===== src/rtl/mem_bus_arbiter_pkg.sv =====
// mem_bus_arbiter_pkg
//   Shared definitions for the two-requester data-memory bus controller:
//   FSM state encodings, grant identifiers, and the SCPU dm_ctrl access-type
//   encodings carried through the bus unchanged.
package mem_bus_arbiter_pkg;

    typedef enum logic [1:0] {
        MB_IDLE   = 2'd0,
        MB_ACCESS = 2'd1,
        MB_DONE   = 2'd2
    } mb_state_t;

    // Grant identifiers; also the encoding of the last_grant register.
    localparam logic MB_GNT_CPU = 1'b0;
    localparam logic MB_GNT_DMA = 1'b1;

    // SCPU dm_ctrl access types (same values as the core's control encodings).
    localparam logic [2:0] DM_WORD              = 3'b000;
    localparam logic [2:0] DM_HALFWORD          = 3'b001;
    localparam logic [2:0] DM_HALFWORD_UNSIGNED = 3'b010;
    localparam logic [2:0] DM_BYTE              = 3'b011;
    localparam logic [2:0] DM_BYTE_UNSIGNED     = 3'b100;

endpackage


===== src/rtl/mem_bus_arbiter_rr_arb2.sv =====
// rr_arb2
//   Combinational two-way round-robin grant. On a tie the requester that did
//   not win last time is chosen; a lone requester always wins. The
//   last_grant register lives in the parent.
//   Ports:
//     cpu_req, dma_req  in   request lines
//     last_grant        in   id of the previous winner (0 = CPU, 1 = DMA)
//     gnt_valid         out  at least one request present
//     gnt_id            out  id of the winner (meaningful when gnt_valid)
module rr_arb2
    import mem_bus_arbiter_pkg::*;
(
    input  logic cpu_req,
    input  logic dma_req,
    input  logic last_grant,
    output logic gnt_valid,
    output logic gnt_id
);

    always_comb begin
        gnt_valid = cpu_req | dma_req;
        gnt_id    = MB_GNT_CPU;
        if (cpu_req && dma_req) begin
            gnt_id = ~last_grant;
        end else if (dma_req) begin
            gnt_id = MB_GNT_DMA;
        end
    end

endmodule


===== src/rtl/mem_bus_arbiter.sv =====
// mem_bus_arbiter
//   Data-memory bus controller shared by the SCPU data port and a DMA/debug
//   master. A round-robin winner is chosen in IDLE and its request latched;
//   the memory is then accessed for WAIT_CYC+1 cycles (ACCESS), after which
//   the winner receives a one-cycle ready pulse (DONE).
//   Ports:
//     clk, reset                       clock, synchronous active-high reset
//     cpu_req/we/addr/wdata/dmtype     CPU request
//     cpu_rdata, cpu_ready             CPU load data and completion pulse
//     dma_req/we/addr/wdata/dmtype     DMA request
//     dma_rdata, dma_ready             DMA load data and completion pulse
//     mem_en/we/addr/wdata/dmtype      memory access, driven only in ACCESS
//     mem_rdata                        memory read data, valid on last access cycle
//     busy                             high in ACCESS and DONE
module mem_bus_arbiter
    import mem_bus_arbiter_pkg::*;
#(
    parameter int DATA_W   = 32,
    parameter int WAIT_CYC = 1
) (
    input  logic              clk,
    input  logic              reset,
    input  logic              cpu_req,
    input  logic              cpu_we,
    input  logic [DATA_W-1:0] cpu_addr,
    input  logic [DATA_W-1:0] cpu_wdata,
    input  logic [2:0]        cpu_dmtype,
    output logic [DATA_W-1:0] cpu_rdata,
    output logic              cpu_ready,
    input  logic              dma_req,
    input  logic              dma_we,
    input  logic [DATA_W-1:0] dma_addr,
    input  logic [DATA_W-1:0] dma_wdata,
    input  logic [2:0]        dma_dmtype,
    output logic [DATA_W-1:0] dma_rdata,
    output logic              dma_ready,
    output logic              mem_en,
    output logic              mem_we,
    output logic [DATA_W-1:0] mem_addr,
    output logic [DATA_W-1:0] mem_wdata,
    output logic [2:0]        mem_dmtype,
    input  logic [DATA_W-1:0] mem_rdata,
    output logic              busy
);

    localparam logic [2:0] LAST_CNT = 3'(WAIT_CYC);

    mb_state_t         state;
    mb_state_t         state_nxt;
    logic [2:0]        cnt;
    logic              gnt_q;
    logic              last_grant;
    logic              we_q;
    logic [DATA_W-1:0] addr_q;
    logic [DATA_W-1:0] wdata_q;
    logic [2:0]        dmtype_q;
    logic [DATA_W-1:0] cpu_rdata_q;
    logic [DATA_W-1:0] dma_rdata_q;
    logic              gnt_valid;
    logic              gnt_id;
    logic              take;
    logic              last_acc;

    rr_arb2 u_rr_arb2 (
        .cpu_req    (cpu_req),
        .dma_req    (dma_req),
        .last_grant (last_grant),
        .gnt_valid  (gnt_valid),
        .gnt_id     (gnt_id)
    );

    assign take     = (state == MB_IDLE) && gnt_valid;
    assign last_acc = (state == MB_ACCESS) && (cnt == LAST_CNT);

    always_ff @(posedge clk) begin
        if (reset) begin
            state <= MB_IDLE;
        end else begin
            state <= state_nxt;
        end
    end

    always_comb begin
        state_nxt  = state;
        mem_en     = 1'b0;
        mem_we     = 1'b0;
        mem_addr   = '0;
        mem_wdata  = '0;
        mem_dmtype = '0;
        cpu_ready  = 1'b0;
        dma_ready  = 1'b0;
        busy       = 1'b0;
        case (state)
            MB_IDLE: begin
                if (gnt_valid) begin
                    state_nxt = MB_ACCESS;
                end
            end
            MB_ACCESS: begin
                // Bus is driven purely from the latched request, so requester
                // inputs may change freely while the access is in flight.
                mem_en     = 1'b1;
                mem_we     = we_q;
                mem_addr   = addr_q;
                mem_wdata  = wdata_q;
                mem_dmtype = dmtype_q;
                busy       = 1'b1;
                if (cnt == LAST_CNT) begin
                    state_nxt = MB_DONE;
                end
            end
            MB_DONE: begin
                busy      = 1'b1;
                cpu_ready = (gnt_q == MB_GNT_CPU);
                dma_ready = (gnt_q == MB_GNT_DMA);
                state_nxt = MB_IDLE;
            end
            default: begin
                state_nxt = MB_IDLE;
            end
        endcase
    end

    // Control: wait counter, grant owner and round-robin history.
    always_ff @(posedge clk) begin
        if (reset) begin
            cnt        <= 3'd0;
            gnt_q      <= MB_GNT_CPU;
            last_grant <= MB_GNT_DMA;
        end else if (take) begin
            cnt        <= 3'd0;
            gnt_q      <= gnt_id;
            last_grant <= gnt_id;
        end else if (state == MB_ACCESS) begin
            cnt <= cnt + 3'd1;
        end
    end

    // Latched request; only observable through the bus during ACCESS.
    always_ff @(posedge clk) begin
        if (take) begin
            we_q     <= gnt_id ? dma_we     : cpu_we;
            addr_q   <= gnt_id ? dma_addr   : cpu_addr;
            wdata_q  <= gnt_id ? dma_wdata  : cpu_wdata;
            dmtype_q <= gnt_id ? dma_dmtype : cpu_dmtype;
        end
    end

    // Per-requester load data; held until that requester's next read ends.
    // Reset wins over a capture on the same edge, aborting the access.
    always_ff @(posedge clk) begin
        if (reset) begin
            cpu_rdata_q <= '0;
            dma_rdata_q <= '0;
        end else if (last_acc && !we_q) begin
            if (gnt_q == MB_GNT_CPU) begin
                cpu_rdata_q <= mem_rdata;
            end else begin
                dma_rdata_q <= mem_rdata;
            end
        end
    end

    assign cpu_rdata = cpu_rdata_q;
    assign dma_rdata = dma_rdata_q;

endmodule


===== config.mk =====
export PLATFORM = sky130hd
export DESIGN_NAME = mem_bus_arbiter
export DESIGN_NICKNAME = d
export VERILOG_FILES = /design/src/rtl/mem_bus_arbiter_pkg.sv /design/src/rtl/mem_bus_arbiter_rr_arb2.sv /design/src/rtl/mem_bus_arbiter.sv
export SDC_FILE = /design/constraint.sdc
export NUM_CORES = 1
export LEC_CHECK = 0
export BUFFER_PORTS_ARGS = -buffer_cell sky130_fd_sc_hd__buf_4
export CAP_MARGIN = 15
export CORE_MARGIN = 3
export CORE_UTILIZATION = 40
export DETAILED_ROUTE_END_ITERATION = 16
export GPL_TIMING_DRIVEN = 0
export HOLD_SLACK_MARGIN = 0.08
export PLACE_DENSITY = 0.83
export SYNTH_ARGS = -nofsm -noshare
export SYNTH_HDL_FRONTEND = slang
export SYNTH_SLANG_ARGS = --single-unit

===== constraint.sdc =====
create_clock -name clk -period 2.7 [get_ports clk]
set_clock_uncertainty 0.1 [all_clocks]
set_input_delay 0.27 -clock clk [delete_from_list [all_inputs] [get_ports clk]]
set_output_delay 0.27 -clock clk [all_outputs]
set_load 0.02 [all_outputs]

* Yosys cells after proc, flatten, opt, wreduce, memory -nomap -nowiden
Cells that the tools add are included.
Operators by class: multiplexer cells 17, reductions and logical operators 11, $add $sub $neg 1, equality and inequality tests 5, bitwise logic cells 3
Operator list (count):
- $mux 32 | 4
- $mux 1 | 8
- $mux 3 | 2
- $reduce_and 2->1 | 3
- $logic_and 1x1->1 | 4
- $mux 2 | 2
- $ne 2x2->1 const B | 2
- $pmux 2 s2 | 1
- $reduce_or 2->1 | 2
- $add 3x1->3 const B | 1
- $eq 3x1->1 const B | 1
- $eq 2x1->1 const B | 1
- $eq 2x2->1 const B | 1
- $logic_not 2->1 | 1
- $not 1->1 | 2
- $logic_not 1->1 | 1
- $or 1x1->1 | 1
Storage, ports and cells: output and inout port bits 136, logic and storage cells 47, register bits after elaboration 139, input port bits 172

* Longest topological paths before layout
word-level depth 4, gate-level depth with buffers 7, gate-level depth less buffers 5

* Hierarchy
From an unflattened synthesis, not the netlist that was laid out.
Unflattened totals: cells, all modules 510, area, all modules 6391.1 um^2
Modules (own cells, without submodules):
- mem_bus_arbiter | area each 6377.4 um^2, times used 1, cells each 508, sequential area each 3463.3 um^2
- rr_arb2 | area each 13.8 um^2, times used 1, cells each 2, sequential area each 0.0 um^2

* Least setup slack after synthesis
Ideal clock, no wire load.
path type register to register, start point reg state[0], end point reg addr_q[0], enable pin, buffers on the path 0, stages on the path, launching flop included 5, arrival time 2.122 ns, data required time 2.178 ns, clock period less this slack 2.644 ns, library setup time 0.422 ns, setup slack 0.056 ns, path through dfxtp_1 inv_1 ha_1 o21ai_0 inv_1
Between the ends: cells in the longest elaborated chain, start to end 2
RTL lines:
- start: declaration | line mem_bus_arbiter.sv:48 | mb_state_t state;
- start signal: assignment | line mem_bus_arbiter.sv:79 | state <= state_nxt;
- $logic_not 2->1 | line mem_bus_arbiter.sv:72 | assign take = (state == MB_IDLE) && gnt_valid;
- $logic_and 1x1->1 | line mem_bus_arbiter.sv:72
- named net take | line mem_bus_arbiter.sv:61 | logic take;
- end signal: assignment | line mem_bus_arbiter.sv:143 | addr_q <= gnt_id ? dma_addr : cpu_addr;
- end: declaration | line mem_bus_arbiter.sv:54 | logic [DATA_W-1:0] addr_q;
The timed path passes the listed nets, and every way through them passes these cells. A chain may end at the register's enable or synchronous reset.

* Final worst setup path
start point reg last_grant, end point reg wdata_q[26], data pin
Between the ends: cells in the longest elaborated chain, start to end 3
RTL lines:
- start: declaration | line mem_bus_arbiter.sv:52 | logic last_grant;
- start signal: assignment | line mem_bus_arbiter.sv:133 | last_grant <= gnt_id;
- $not 1->1 | line mem_bus_arbiter_rr_arb2.sv:24 | gnt_id = ~last_grant;
- $mux 1 | line mem_bus_arbiter_rr_arb2.sv:23 | if (cpu_req && dma_req) begin
- $mux 32 | line mem_bus_arbiter.sv:144 | wdata_q <= gnt_id ? dma_wdata : cpu_wdata;
- end signal: assignment | line mem_bus_arbiter.sv:144
- end: declaration | line mem_bus_arbiter.sv:55 | logic [DATA_W-1:0] wdata_q;
No other way between the ends.

==> metrics.md <==
| Metric | Value |
|---|---|
| Flop pwr share | `35.5%` |
| Largest fanout on the critical path | `10` |
| Starting Density | `41.5%` |
| CTS Sinks | `139` |
| Initial antenna violation count | `1` |
| Share of cells above drive strength 1 | `41.6%` |
| Internal power | `0.00553 W` |
| Worst-path clk slew | `60 ps` |
| Global route hottest layer | `met2` |
| Post-Synthesis Cells | `506` |
| Vias after detailed routing | `5917` |
| RSZ-0062 raised after global routing | `no` |
| Dpl cells | `1024` |
| CTS tree | `yes` |
| GRT overflow | `0` |
| #FFs+latches synth | `139` |
| Max_slew headroom | `60.5%` |
| RR Startpoint | `last_grant$_SDFFE_PP1P_` |
| Top_reg_cell synth | `dfxtp_1` |
| Critical Path Source Type | `flip-flop` |
| Worst hold start | `mem_rdata[15]` |
| Total setup buffers inserted after CTS | `0` |
| Slowest cell on crit path | `dlygate4sd3_1` |
| Drt drc | `0` |
| Die width | `132 µm` |
| Final hold vios | `0` |
| Async S/R FF share, synth | `0%` |
| Max Buffers Root-to-Sink | `2` |
| Post-synth EDFFs | `68` |
| Max incr delay on CP | `580 ps` |
| H-tree levels | `4` |
| Worst EP required | `2760 ps` |
| Largest net degree at the start of global routing | `45` |
| Final core utilization | `72.9%` |
| Die area | `17500 µm²` |
| Nets | `1176` |
| Clk_lat worst skew | `410 ps` |
| IO Count | `308` |
| Via density | `4.84` |
| Period utilisation layout | `95.9%` |
| Synthesized area per cell | `12.6 µm²` |
| Worst reg-to-reg path cell count | `5` |
| Worst hold path type | `in2reg` |
| Final Instance Count excl. Fillers | `1223` |
| Power Density | `734 nW/µm²` |
| Routed len/inst | `19.9 µm` |
| First-pass DRT Iterations | `5` |
| Sequential Area | `3460 µm²` |
| Core area | `15400 µm²` |
| Worst Tran Pin Value | `592 ps` |
| Reg-to-Reg End | `wdata_q[26]$_DFFE_PP_` |
| Comb power frac | `35.9%` |
| Final min period | `2590 ps` |
| P_sw | `0.00269 W` |
| Area of the mapped netlist | `6370 µm²` |
| Root Buffer | `clkbuf_16` |
| Worst Hold End | `dma_rdata[15]$_SDFFE_PP0P_` |
| Leakage | `4.99 nW` |
| DIE HEIGHT | `132 µm` |
| Met1 Usage GRT | `28.9%` |
| Largest area contributor in the netlist | `edfxtp_1` |
| # rows | `45` |
| Met2 Use GR | `50.1%` |
| Yosys warns | `0` |
| Area of the multi-input gates | `2690 µm²` |
| Clock share of power | `28.5%` |
| Post-route ant nets | `0` |
| Most numerous cell in the Yosys netlist | `nand2b_1` |
| # fillers | `938` |
| Tot Pwr | `0.00822 W` |
| Synth top area cells | `edfxtp_1 (32%), dfxtp_1 (22%), mux2_2 (12%)` |
| Max VDD drop | `0.480 mV` |
| Netlist cell types | `30` |
| Final Cell Area | `11200 µm²` |
| Crit Path Class | `reg2reg` |
| Syn_nets | `684` |
| PortBufs | `306` |
| Post-Route WL | `24.3 mm` |
| Global-route wire length before repair | `36.9 mm` |
| Cell area after placement | `8960 µm²` |
| Max Slew Vio Count | `0` |
| Status | `finished, final reports clean` |
| GR Util met3 | `7.86%` |
| Fin worst setup slack | `111 ps` |
| TritonCTS Buffers | `17` |
| Max-cap viol count | `0` |
| Crit end category | `flip-flop` |
| Post-synthesis sequential area ratio | `54.3%` |
| Area delta synth->final | `75.8%` |
| Tot GR Track Use | `27.5%` |
| Switching Share | `32.7%` |
| Vias in the first global route | `6480` |
| GP Congestion | `0.843` |
| WHS Path Cells | `3` |
| Pre-CTS setup slack | `448 ps` |
| Dpl hpwl | `14.2 mm` |
| Synth top area share | `32.0%` |
| Upper clock frequency limit | `386 MHz` |
| Critical path data arrival time | `2650 ps` |
| Top cells by count, synth | `nand2b_1 (100), dfxtp_1 (71), and2_1 (69)` |
| Crit-path cells | `a21boi_2, buf_2, buf_4, mux2_2, dlygate4sd3_1` |
| R2r setup slk | `110 ps` |
| Initial DRC Count | `310` |
| Finish-stage setup viols | `0` |
[sequential cells by signal (all words and copies together), names as in the netlist]
signal      count
addr_q         32
cpu_rdata      32
dma_rdata      32
wdata_q        32
cnt             3
dmtype_q        3
state           2
gnt_q           1
last_grant      1
we_q            1
[critical path: cells and delay by family (launching register included)]
kind                   cells  cell delay (ps)
buffers and inverters      3             1180
AO/OA/AOI/OAI              1              370
multiplexers               1              360
flip-flops                 1              330
[power by group through the flow]
stage | clock network (W) | logic [W] | registers (W)
floorplan | 0 | 0.00139 | 0.00291
finish | 0.00235 | 0.00296 | 0.00292
CTS | 0.00236 | 0.00285 | 0.00287
global route | 0.00246 | 0.00310 | 0.00295
detailed placement | 0 | 0.00256 | 0.00291
global placement | 0 | 0.00251 | 0.00293
[metrics by stage]
step,setup TNS (ps),hold WS [ps]
final,0,109
after global routing,0,104
after CTS,0,96.6
after detailed placement,0,364
after global placement,-45550,359
after floorplan,0,346
[cell families after synthesis]
kind of cell	count (synthesis)	synth area share [%]
AO/OA/AOI/OAI	9	1.04
XOR/XNOR	2	0.275
adder cells (fa/ha/maj)	6	1.18
buffers and inverters	37	3.42
flip-flops	139	54.3
multiplexers	133	22.2
AND/OR/NAND/NOR	180	17.5
[area by class of cell]
class                   instances  share of cell area (%)
repair buffers                473                    35.5
clock buffers                  18                    3.83
well taps                     211                    2.36
multi-input cells             330                    24.0
plain buffers                  33                    1.82
diodes                          1                  0.0223
inverters                       4                   0.134
flip-flops and latches        139                    30.9
clock inverters                14                    1.37
[cells in the final DEF, fill, tap and decap left out, drive strengths merged, types with 4 or more instances in the layout]
cell	netlist	layout
dfxtp	71	71
and2	69	69
inv	4	4
clkbuf	19	37
dlygate4sd3	0	166
clkinv	0	10
buf	14	321
ha	6	6
nor2	5	5
mux2	68	68
edfxtp	68	68
nand2b	100	100
mux2i	65	65
[worst max-delay path by stage]
stage | startpoint | to | slack [ps]
after floorplan | state[0]$_SDFFE_PP0P_ | addr_q[0]$_DFFE_PP_ | 60
final | last_grant$_SDFFE_PP1P_ | wdata_q[26]$_DFFE_PP_ | 110
after detailed placement | state[1]$_SDFFE_PP0P_ | mem_wdata[11] | 450
after global placement | state[0]$_SDFFE_PP0P_ | wdata_q[1]$_DFFE_PP_ | -670
after CTS | last_grant$_SDFFE_PP1P_ | wdata_q[29]$_DFFE_PP_ | 160
after global routing | state[1]$_SDFFE_PP0P_ | mem_wdata[18] | 20
[routing by layer]
layer / part of all wire, % / wire [µm]
met3: 6.5 / 1590
met5: 0 / 0
met1: 37 / 9000
met2: 52 / 12700
met4: 4.3 / 1040
[repair_timing]
item	4_1_cts	5_1_grt
hold buffers	166	0
gates resized for setup	1	0
endpoints found under the hold margin	126	0
setup endpoints to repair	10	0
No activity file was read; power rests on OpenSTA's default activity.
